### config.mk
export PLATFORM = sky130hd
export DESIGN_NAME = trigger_scan_sequencer
export DESIGN_NICKNAME = d
export VERILOG_FILES = /design/src/rtl/trigger_scan_sequencer.sv
export SDC_FILE = /design/constraint.sdc
export NUM_CORES = 1
export LEC_CHECK = 0
export BUFFER_PORTS_ARGS = -buffer_cell sky130_fd_sc_hd__buf_2
export CAP_MARGIN = 20
export CORE_ASPECT_RATIO = 2
export CORE_MARGIN = 2
export CORE_UTILIZATION = 53
export DETAILED_ROUTE_END_ITERATION = 10
export HOLD_SLACK_MARGIN = 0.02
export PLACE_DENSITY = 0.73
export SETUP_SLACK_MARGIN = 0.4
export SLEW_MARGIN = 20
export SYNTH_ARGS = -nofsm -noshare
export SYNTH_HDL_FRONTEND = slang
export SYNTH_SLANG_ARGS = --single-unit
### constraint.sdc
create_clock -name clk -period 1.9 [get_ports clk]
set_input_delay 0.38 -clock clk [delete_from_list [all_inputs] [get_ports clk]]
set_output_delay 0.38 -clock clk [all_outputs]
set_load 0.005 [all_outputs]
### src/rtl/trigger_scan_sequencer.sv
// Per-frame offset scanner and trigger confirmation for the FFT trigger detector.
// Optional TRIG_SEQ_STATS_EN adds fire_count / drop_count statistics outputs.
module trigger_scan_sequencer #(
   parameter int NUM_OFFSETS    = 4,
   parameter int READ_LATENCY   = 2,
   parameter int CONFIRM_FRAMES = 3,
   parameter int HOLDOFF_CYCLES = 1000,
   parameter int HOLDOFF_WIDTH  = 16
) (
   input  logic        clk,
   input  logic        reset_b,
   input  logic        arm,
   input  logic        frame_ready,
   input  logic        bin_hit,
   output logic [1:0]  offset_sel,
   output logic        scan_busy,
   output logic [3:0]  hit_mask,
   output logic [3:0]  confirm_cnt,
   output logic        trigger_event,
`ifdef TRIG_SEQ_STATS_EN
   output logic        frame_dropped,
   output logic [15:0] fire_count,
   output logic [15:0] drop_count
`else
   output logic        frame_dropped
`endif
);

   localparam int LAT_W = (READ_LATENCY > 1) ? $clog2(READ_LATENCY) : 1;
   localparam logic [LAT_W-1:0] LAT_LAST = LAT_W'(READ_LATENCY - 1);
   localparam logic [1:0]       OFF_LAST = 2'(NUM_OFFSETS - 1);

   typedef enum logic [2:0] {
      S_IDLE, S_SCAN, S_EVAL, S_FIRE, S_HOLDOFF
   } state_t;

   state_t                   r_state;
   state_t                   w_next_state;
   logic [1:0]               r_offset_sel, w_offset_sel;
   logic [LAT_W-1:0]         r_lat, w_lat;
   logic [3:0]               r_work_mask, w_work_mask;
   logic [3:0]               r_hit_mask, w_hit_mask;
   logic [3:0]               r_confirm_cnt, w_confirm_cnt;
   logic [HOLDOFF_WIDTH-1:0] r_holdoff, w_holdoff;
   logic                     r_trigger, w_trigger;
   logic                     r_dropped, w_dropped;
   logic                     r_scan_busy, w_scan_busy;
   logic                     w_last_lat;
   logic                     w_frame_hit;
   logic [3:0]               w_cnt_inc;

   assign w_last_lat  = (r_lat == LAT_LAST);
   assign w_frame_hit = |r_work_mask;
   assign w_cnt_inc   = (r_confirm_cnt == 4'hF) ? 4'hF : r_confirm_cnt + 4'd1;

   // State and all registered outputs
   always_ff @(posedge clk or posedge reset_b) begin
      if (reset_b) begin
         r_state       <= S_IDLE;
         r_offset_sel  <= 2'd0;
         r_lat         <= '0;
         r_work_mask   <= 4'd0;
         r_hit_mask    <= 4'd0;
         r_confirm_cnt <= 4'd0;
         r_holdoff     <= '0;
         r_trigger     <= 1'b0;
         r_dropped     <= 1'b0;
         r_scan_busy   <= 1'b0;
      end else begin
         r_state       <= w_next_state;
         r_offset_sel  <= w_offset_sel;
         r_lat         <= w_lat;
         r_work_mask   <= w_work_mask;
         r_hit_mask    <= w_hit_mask;
         r_confirm_cnt <= w_confirm_cnt;
         r_holdoff     <= w_holdoff;
         r_trigger     <= w_trigger;
         r_dropped     <= w_dropped;
         r_scan_busy   <= w_scan_busy;
      end
   end

   // Disarm overrides every transition, including EVAL -> FIRE
   always_comb begin
      w_next_state = r_state;
      if (!arm) begin
         w_next_state = S_IDLE;
      end else begin
         case (r_state)
            S_IDLE:    if (frame_ready) w_next_state = S_SCAN;
            S_SCAN:    if (w_last_lat && (r_offset_sel == OFF_LAST)) w_next_state = S_EVAL;
            S_EVAL: begin
               if (w_frame_hit && (w_cnt_inc >= 4'(CONFIRM_FRAMES))) w_next_state = S_FIRE;
               else                                                 w_next_state = S_IDLE;
            end
            S_FIRE:    w_next_state = S_HOLDOFF;
            S_HOLDOFF: if (r_holdoff <= HOLDOFF_WIDTH'(1)) w_next_state = S_IDLE;
            default:   w_next_state = S_IDLE;
         endcase
      end
   end

   always_comb begin
      w_offset_sel  = r_offset_sel;
      w_lat         = r_lat;
      w_work_mask   = r_work_mask;
      w_hit_mask    = r_hit_mask;
      w_confirm_cnt = r_confirm_cnt;
      w_holdoff     = r_holdoff;
      w_trigger     = 1'b0;
      w_dropped     = frame_ready && (r_state != S_IDLE);
      w_scan_busy   = (w_next_state == S_SCAN) || (w_next_state == S_EVAL) ||
                      (w_next_state == S_FIRE);
      case (r_state)
         S_IDLE: begin
            if (w_next_state == S_SCAN) begin
               w_offset_sel = 2'd0;
               w_lat        = '0;
               w_work_mask  = 4'd0;
            end
         end
         S_SCAN: begin
            if (w_last_lat) begin
               w_work_mask[r_offset_sel] = bin_hit;
               if (r_offset_sel != OFF_LAST) begin
                  w_offset_sel = r_offset_sel + 2'd1;
                  w_lat        = '0;
               end
            end else begin
               w_lat = r_lat + LAT_W'(1);
            end
         end
         S_EVAL: begin
            w_hit_mask    = r_work_mask;
            w_confirm_cnt = w_frame_hit ? w_cnt_inc : 4'd0;
         end
         S_FIRE: begin
            w_trigger     = 1'b1;
            w_confirm_cnt = 4'd0;
            w_holdoff     = HOLDOFF_WIDTH'(HOLDOFF_CYCLES);
         end
         S_HOLDOFF: begin
            if (r_holdoff != '0) w_holdoff = r_holdoff - HOLDOFF_WIDTH'(1);
         end
         default: ;
      endcase
      if (w_next_state == S_IDLE) w_offset_sel = 2'd0;
      // Disarm: abandon the frame, keep the last published mask
      if (!arm) begin
         w_confirm_cnt = 4'd0;
         w_trigger     = 1'b0;
         w_hit_mask    = r_hit_mask;
         w_holdoff     = '0;
      end
   end

   assign offset_sel    = r_offset_sel;
   assign scan_busy     = r_scan_busy;
   assign hit_mask      = r_hit_mask;
   assign confirm_cnt   = r_confirm_cnt;
   assign trigger_event = r_trigger;
   assign frame_dropped = r_dropped;

`ifdef TRIG_SEQ_STATS_EN
   logic [15:0] r_fire_count;
   logic [15:0] r_drop_count;

   // Counters wrap naturally at 0xFFFF
   always_ff @(posedge clk or posedge reset_b) begin
      if (reset_b) begin
         r_fire_count <= 16'd0;
         r_drop_count <= 16'd0;
      end else begin
         if (w_trigger) r_fire_count <= r_fire_count + 16'd1;
         if (w_dropped) r_drop_count <= r_drop_count + 16'd1;
      end
   end

   assign fire_count = r_fire_count;
   assign drop_count = r_drop_count;
`endif

endmodule

==> out/summary.txt, run 1 <==
outcome -> finished, violations left
violated checks -> setup timing
WL met3 -> 233 µm
Clock Sinks -> 37
Comb pwr share -> 0.181
Routed WL per cell -> 20.2 µm
worst clock skew -> 8.52 ps
Tcrit/Tclk final -> 1.06
1st-pass router iterations -> 4
syn nets -> 231
Pint -> 1220 µW
PwrDens -> 536 nW/µm²
reg2reg setup slack -> -120 ps
initial antenna violation count -> 0
Max Cap Viol -> 0
number of buffers added on ports -> 17
Clk Latency, worst-skew pair -> 290 ps
Final min period -> 2020 ps
Worst EP arrival -> 2230 ps
Total Routing Usage GR -> 0.291
met1 wire length -> 2500 µm
Crit Path Max Fanout -> 5
Max Clock Freq -> 0.495 GHz
CP endpoint kind -> register
grt ovf -> 0
max layer used -> met4
Synth async-reset ratio -> 1.00
vias in the first global route -> 2031
final worst slack -> -120 ps
largest net degree at the start of global routing -> 38
cell area after synthesis -> 2160 µm²
# DRC -> 0
Area after DPL -> 2490 µm²
final setup vio count -> 4
layout cells sized above 1 -> 0.493
top_reg_cell synth -> dfrtp_1
Detail Route Antenna Nets -> 0
leakage -> 0.00141 µW
setup TNS -> -203 ps
Cell Rows -> 32
first-pass GRT wire length -> 10000 µm
Synth cell types -> 55
CTS hold repair buffers -> 0
CP Data Required Time -> 2110 ps
number of flops mapped to enable cells by yosys -> 0
RSZ-0062 raised after global routing -> true
kind of critical path -> reg2reg
depth of the CTS H-tree -> 2
Critical R2R Capture -> r_holdoff[14]$_DFFE_PP0P_
Syn. warnings -> 0
Reg clk slew, reported paths -> 70 ps
Switching Fraction -> 0.278
fin nets -> 312
Hold/Removal Path Class -> in2async
Fin. Hold Viols -> 0
Mapped Cells -> 218
final hold slack -> 199 ps
Die ar. -> 4630 µm²
Reg2Reg Launch Point -> r_holdoff[4]$_DFFE_PP0P_
most common cell after layout, fill and taps aside -> buf_4
syn avg cell area -> 9.89 µm²
sequential group share of total power -> 0.502
FF-to-FF path depth -> 6
Die Height -> 94.2 µm
Detail Placement HPWL -> 3990 µm
die width -> 49.1 µm
Slew @ Worst Pin -> 496 ps
fin. max-slew vios -> 0
initial DRC count -> 73
Ports -> 18
Clock Path Buffers -> 2
WL met2 -> 3860 µm
commonest non-fill, non-tap cells in the layout -> 55 x buf_4, 25 x dfrtp_1, 17 x buf_2
TritonCTS Buffers -> 5
maximum VDD drop -> 0.546 mV
Worst setup SP type -> register
Core ar. -> 3880 µm²
Slew HR -> 0.665
register bit count reported by yosys -> 37
via count -> 2212
WL final -> 7110 µm
Starting Density -> 0.555
post-route cell area -> 3160 µm²
area grow syn2layout -> 46.4%
# diodes -> 0
GPL Wtd Cong -> 0.996
vias per std cell -> 6.30
power share of the clock group -> 0.317
switching pwr -> 470 µW
Fillers -> 228
CTS root buffer -> clkbuf_8
CTS tree -> built
sequential area share after synthesis -> 0.429
==> cells by family (layout without fill, tap and decap cells) <==
logic type      count (synthesis)  after routing  share of synthesized area
mux                             6              6                     0.0302
simple gates                   82             82                      0.246
fa+ha+maj                       8              8                     0.0464
buf+inv                        22            104                     0.0464
flops                          37             37                      0.429
compound gates                 63             63                      0.202
==> Yosys cell counts, drive strengths merged, types with 7 or more instances <==
cell type	instances	area [µm²]
a21oi	17	85.1
dfrtp	37	926
ha	8	100
inv	13	48.8
nand2	12	45.0
nand4	9	62.6
nor2	9	33.8
nor3	8	40.0
nor4	7	80.1
o21ai	14	73.8
==> through the flow <==
stage | utilization | cells | total power (µW) | setup WS (ps)
6_report | 0.813 | 351 | 1690 | -120
2_1_floorplan | - | 218 | 989 | 156
4_1_cts | 0.734 | 328 | 1640 | 122
3_3_place_gp | 0.642 | 303 | 1070 | 87.3
5_1_grt | 0.813 | 351 | 1750 | -151
3_5_place_dp | 0.642 | 303 | 1070 | 33.0
==> power by group through the flow <==
stage          registers, µW  clock network [µW]  logic, µW
5_1_grt                  853                 567        328
3_3_place_gp             861                   0        208
4_1_cts                  848                 543        248
3_5_place_dp             861                   0        211
6_report                 850                 537        307
2_1_floorplan            855                   0        134
==> flip-flops by register name (all words and copies together) (netlist names) <==
register and flops:
r_holdoff 16, confirm_cnt 4, hit_mask 4, r_work_mask 4, r_state 3, offset_sel 2, frame_dropped 1, r_lat 1
scan_busy 1, trigger_event 1
==> worst max-delay path, cell delays in order, from the launching register on <==
cell	delay (ps)
dfrtp_2	460
nor4_4	330
buf_4	220
nand4_1	250
buf_4	240
nor4_4	230
mux2i_1	220
==> repair_timing <==
action	4_1_cts	5_1_grt
resized for setup	35	37
pin swaps	13	16
setup endpoints to repair	27	32
buffers inserted	17	23
==> worst max path at each step <==
stage,cells past startpoint,from,to
finish,6,r_holdoff[4]$_DFFE_PP0P_,r_holdoff[14]$_DFFE_PP0P_
global route,6,r_holdoff[4]$_DFFE_PP0P_,r_holdoff[14]$_DFFE_PP0P_
CTS,5,r_holdoff[4]$_DFFE_PP0P_,r_holdoff[12]$_DFFE_PP0P_
detailed placement,5,r_holdoff[0]$_DFFE_PP0P_,r_holdoff[15]$_DFFE_PP0P_
global placement,5,r_holdoff[0]$_DFFE_PP0P_,r_holdoff[15]$_DFFE_PP0P_
floorplan,7,r_holdoff[1]$_DFFE_PP0P_,r_holdoff[15]$_DFFE_PP0P_
==> layer usage <==
layer | vias up | global-route usage
met5 | - | 0
met4 | 0 | 0.181
met3 | 34 | 0.0430
met2 | 71 | 0.548
met1 | 1109 | 0.287
li1 | 998 | -
==> layout make-up <==
type | instances | area (µm²) | share of cell area
clock buffers | 8 | 80.1 | 0.0254
inverters | 13 | 48.8 | 0.0155
multi-input cells | 159 | 1400 | 0.444
flip-flops and latches | 37 | 941 | 0.298
well taps | 51 | 63.8 | 0.0202
repair buffers | 83 | 622 | 0.197
(Power assumes the default switching activity.)
==> run 2: changes to the inputs <==
--- a/config.mk
+++ b/config.mk
@@ -14,3 +14,3 @@
 export HOLD_SLACK_MARGIN = 0.02
-export PLACE_DENSITY = 0.73
+export PLACE_DENSITY = 0.75
 export SETUP_SLACK_MARGIN = 0.4
--- a/constraint.sdc
+++ b/constraint.sdc
@@ -3,2 +3,2 @@
 set_output_delay 0.38 -clock clk [all_outputs]
-set_load 0.005 [all_outputs]
+set_load 0.02 [all_outputs]
==> run 2 against run 1 <==
  * The flow now finishes without violations
  * First-iteration DRC count down 12%
  * Combinational power down 13%
  * Largest power group unchanged
  * Core utilization fell by 4.3 points
  * Power increased by 6.7%
  * Highest routed layer unchanged
  * Final area fell by 5.3%
  * Non-clock buffer count is 21 lower
  * Global-route usage shrank 1.6 points
  * Hold slack got worse by 15 ps
  * Critical path depth decreased by 1
  * Die area stayed put
  * Sequential share of layout area increased by 1.5 points
  * Clock skew decreased by 2.3 ps
==> out/summary.txt, run 2 (synthesized netlist as in run 1, its figures left out) <==
outcome -> finished, final reports clean (was finished, violations left)
Worst setup SP type -> register (unchanged)
slowest stage cell, crit path -> or4b_4 (was dfrtp_2)
# DRC -> 0 (unchanged)
# diodes -> 0 (unchanged)
Crit Path Max Fanout -> 6 (was 5)
Die ar. -> 4630 µm² (unchanged)
maximum VDD drop -> 0.563 mV (was 0.546 mV)
final hold slack -> 184 ps (was 199 ps)
depth of the CTS H-tree -> 2 (unchanged)
kind of critical path -> reg2reg (unchanged)
PwrDens -> 605 nW/µm² (was 536 nW/µm²)
CTS tree -> built (unchanged)
FF-to-FF path depth -> 5 (was 6)
vias in the first global route -> 2045 (was 2031)
Max Clock Freq -> 0.533 GHz (was 0.495 GHz)
Total Routing Usage GR -> 0.275 (was 0.291)
worst clock skew -> 6.18 ps (was 8.52 ps)
layout cells sized above 1 -> 0.457 (was 0.493)
crit path cell chain -> nor4_4, buf_4, nand4_4, or4b_4, a21oi_2 (was nor4_4, buf_4, nand4_1, buf_4, nor4_4, mux2i_1)
multi-input logic area -> 1370 µm² (was 1400 µm²)
number of buffers added on ports -> 17 (unchanged)
vias per std cell -> 6.51 (was 6.30)
Max Cap Viol -> 0 (unchanged)
max reg flops -> 16 (unchanged)
via count -> 2154 (was 2212)
1st-pass router iterations -> 4 (unchanged)
Slew @ Worst Pin -> 474 ps (was 496 ps)
grt ovf -> 0 (unchanged)
Critical R2R Capture -> r_holdoff[15]$_DFFE_PP0P_ (was r_holdoff[14]$_DFFE_PP0P_)
Cell Rows -> 32 (unchanged)
TritonCTS Buffers -> 5 (unchanged)
final setup vio count -> 0 (was 4)
Final Total Pwr -> 1810 µW (was 1690 µW)
CTS root buffer -> clkbuf_8 (unchanged)
CP endpoint kind -> register (unchanged)
WL final -> 6690 µm (was 7110 µm)
max incr delay on CP -> 530 ps (was 460 ps)
Hold/Removal Path Class -> in2async (unchanged)
Slew HR -> 0.684 (was 0.665)
most common cell after layout, fill and taps aside -> buf_4 (unchanged)
reg2reg setup slack -> 20 ps (was -120 ps)
largest net degree at the start of global routing -> 38 (unchanged)
initial DRC count -> 64 (was 73)
Worst EP arrival -> 2090 ps (was 2230 ps)
Detail Route Antenna Nets -> 0 (unchanged)
Final min period -> 1880 ps (was 2020 ps)
Starting Density -> 0.555 (unchanged)
fin. max-slew vios -> 0 (unchanged)
Die Height -> 94.2 µm (unchanged)
Ports -> 18 (unchanged)
die width -> 49.1 µm (unchanged)
initial antenna violation count -> 0 (unchanged)
Reg2Reg Launch Point -> r_holdoff[4]$_DFFE_PP0P_ (unchanged)
fin nets -> 292 (was 312)
Tcrit/Tclk final -> 0.987 (was 1.06)
Fin. Hold Viols -> 0 (unchanged)
Routed WL per cell -> 20.2 µm (about the same)
commonest non-fill, non-tap cells in the layout -> 36 x buf_4, 30 x dfrtp_1, 17 x buf_2 (was 55 x buf_4, 25 x dfrtp_1, 17 x buf_2)
first-pass GRT wire length -> 9620 µm (was 10000 µm)
Reg area -> 935 µm² (was 941 µm²)
GPL Wtd Cong -> 0.931 (was 0.996)
Clk Latency, worst-skew pair -> 290 ps (about the same)
Core ar. -> 3880 µm² (unchanged)
Clock Sinks -> 37 (unchanged)
Clock Path Buffers -> 2 (unchanged)
leakage -> 0.00132 µW (was 0.00141 µW)
area grow syn2layout -> 38.6% (was 46.4%)
Reg clk slew, reported paths -> 80 ps (was 70 ps)
Fillers -> 271 (was 228)
CP Data Required Time -> 2120 ps (was 2110 ps)
RSZ-0062 raised after global routing -> true (unchanged)
CTS hold repair buffers -> 0 (unchanged)
Detail Placement HPWL -> 3920 µm (was 3990 µm)
Biggest register -> r_holdoff (unchanged)
==> run 2: power breakdown <==
part	switching (µW)	total, µW	internal [µW]
clock	298	692	394
combinational	148	267	119
sequential	37.6	849	811
==> run 2: worst max-delay path by stage <==
stage / start / to / slack [ps] / cells past startpoint
5_1_grt: r_holdoff[0]$_DFFE_PP0P_ / r_holdoff[15]$_DFFE_PP0P_ / -30 / 6
4_1_cts: r_holdoff[1]$_DFFE_PP0P_ / r_holdoff[15]$_DFFE_PP0P_ / 50 / 6
6_report: r_holdoff[4]$_DFFE_PP0P_ / r_holdoff[15]$_DFFE_PP0P_ / 20 / 5
3_5_place_dp: r_holdoff[0]$_DFFE_PP0P_ / r_holdoff[15]$_DFFE_PP0P_ / -10 / 6
3_3_place_gp: r_holdoff[0]$_DFFE_PP0P_ / r_holdoff[15]$_DFFE_PP0P_ / 120 / 6
2_1_floorplan: r_holdoff[1]$_DFFE_PP0P_ / r_holdoff[15]$_DFFE_PP0P_ / 160 / 7
==> run 2: repair_timing <==
action,in CTS,in global routing
pin swaps,14,15
setup buffers,13,8
resized for setup,27,29
gates cloned,1,0
endpoints found under the setup margin,27,30
==> run 2: routing by layer <==
metal	part of all wire	wire (µm)	up-vias	global-route usage
met5	0	0	-	0
met3	0.041	273	34	0.0334
li1	-	-	965	-
met2	0.56	3730	82	0.517
met1	0.35	2310	1073	0.271
met4	0.057	378	0	0.186
==> run 2: critical path, delay by kind of cell, from the launching register on <==
family,cells,cell delay (ps)
buf+inv,1,220
flops,1,450
compound gates,1,140
simple gates,3,990
==> run 2: final cells by class <==
class	count	share of cell area
inverter	13	0.0163
multi-input combinational	160	0.457
sequential	37	0.313
clock buffer	6	0.0243
tap	51	0.0213
timing repair buffer	62	0.156
clock inverter	2	0.0130
==> run 2: per-stage QoR <==
step                 util  setup slack, ps  cell area, µm²  instances  TNS (ps)
global route        0.770            -34.7            2990        331     -63.7
finish              0.770             24.7            2990        331         0
global placement    0.638              116            2480        301         0
detailed placement  0.638            -11.3            2480        301     -11.3
floorplan               -              156            2200        218         0
CTS                 0.725             51.5            2820        323         0
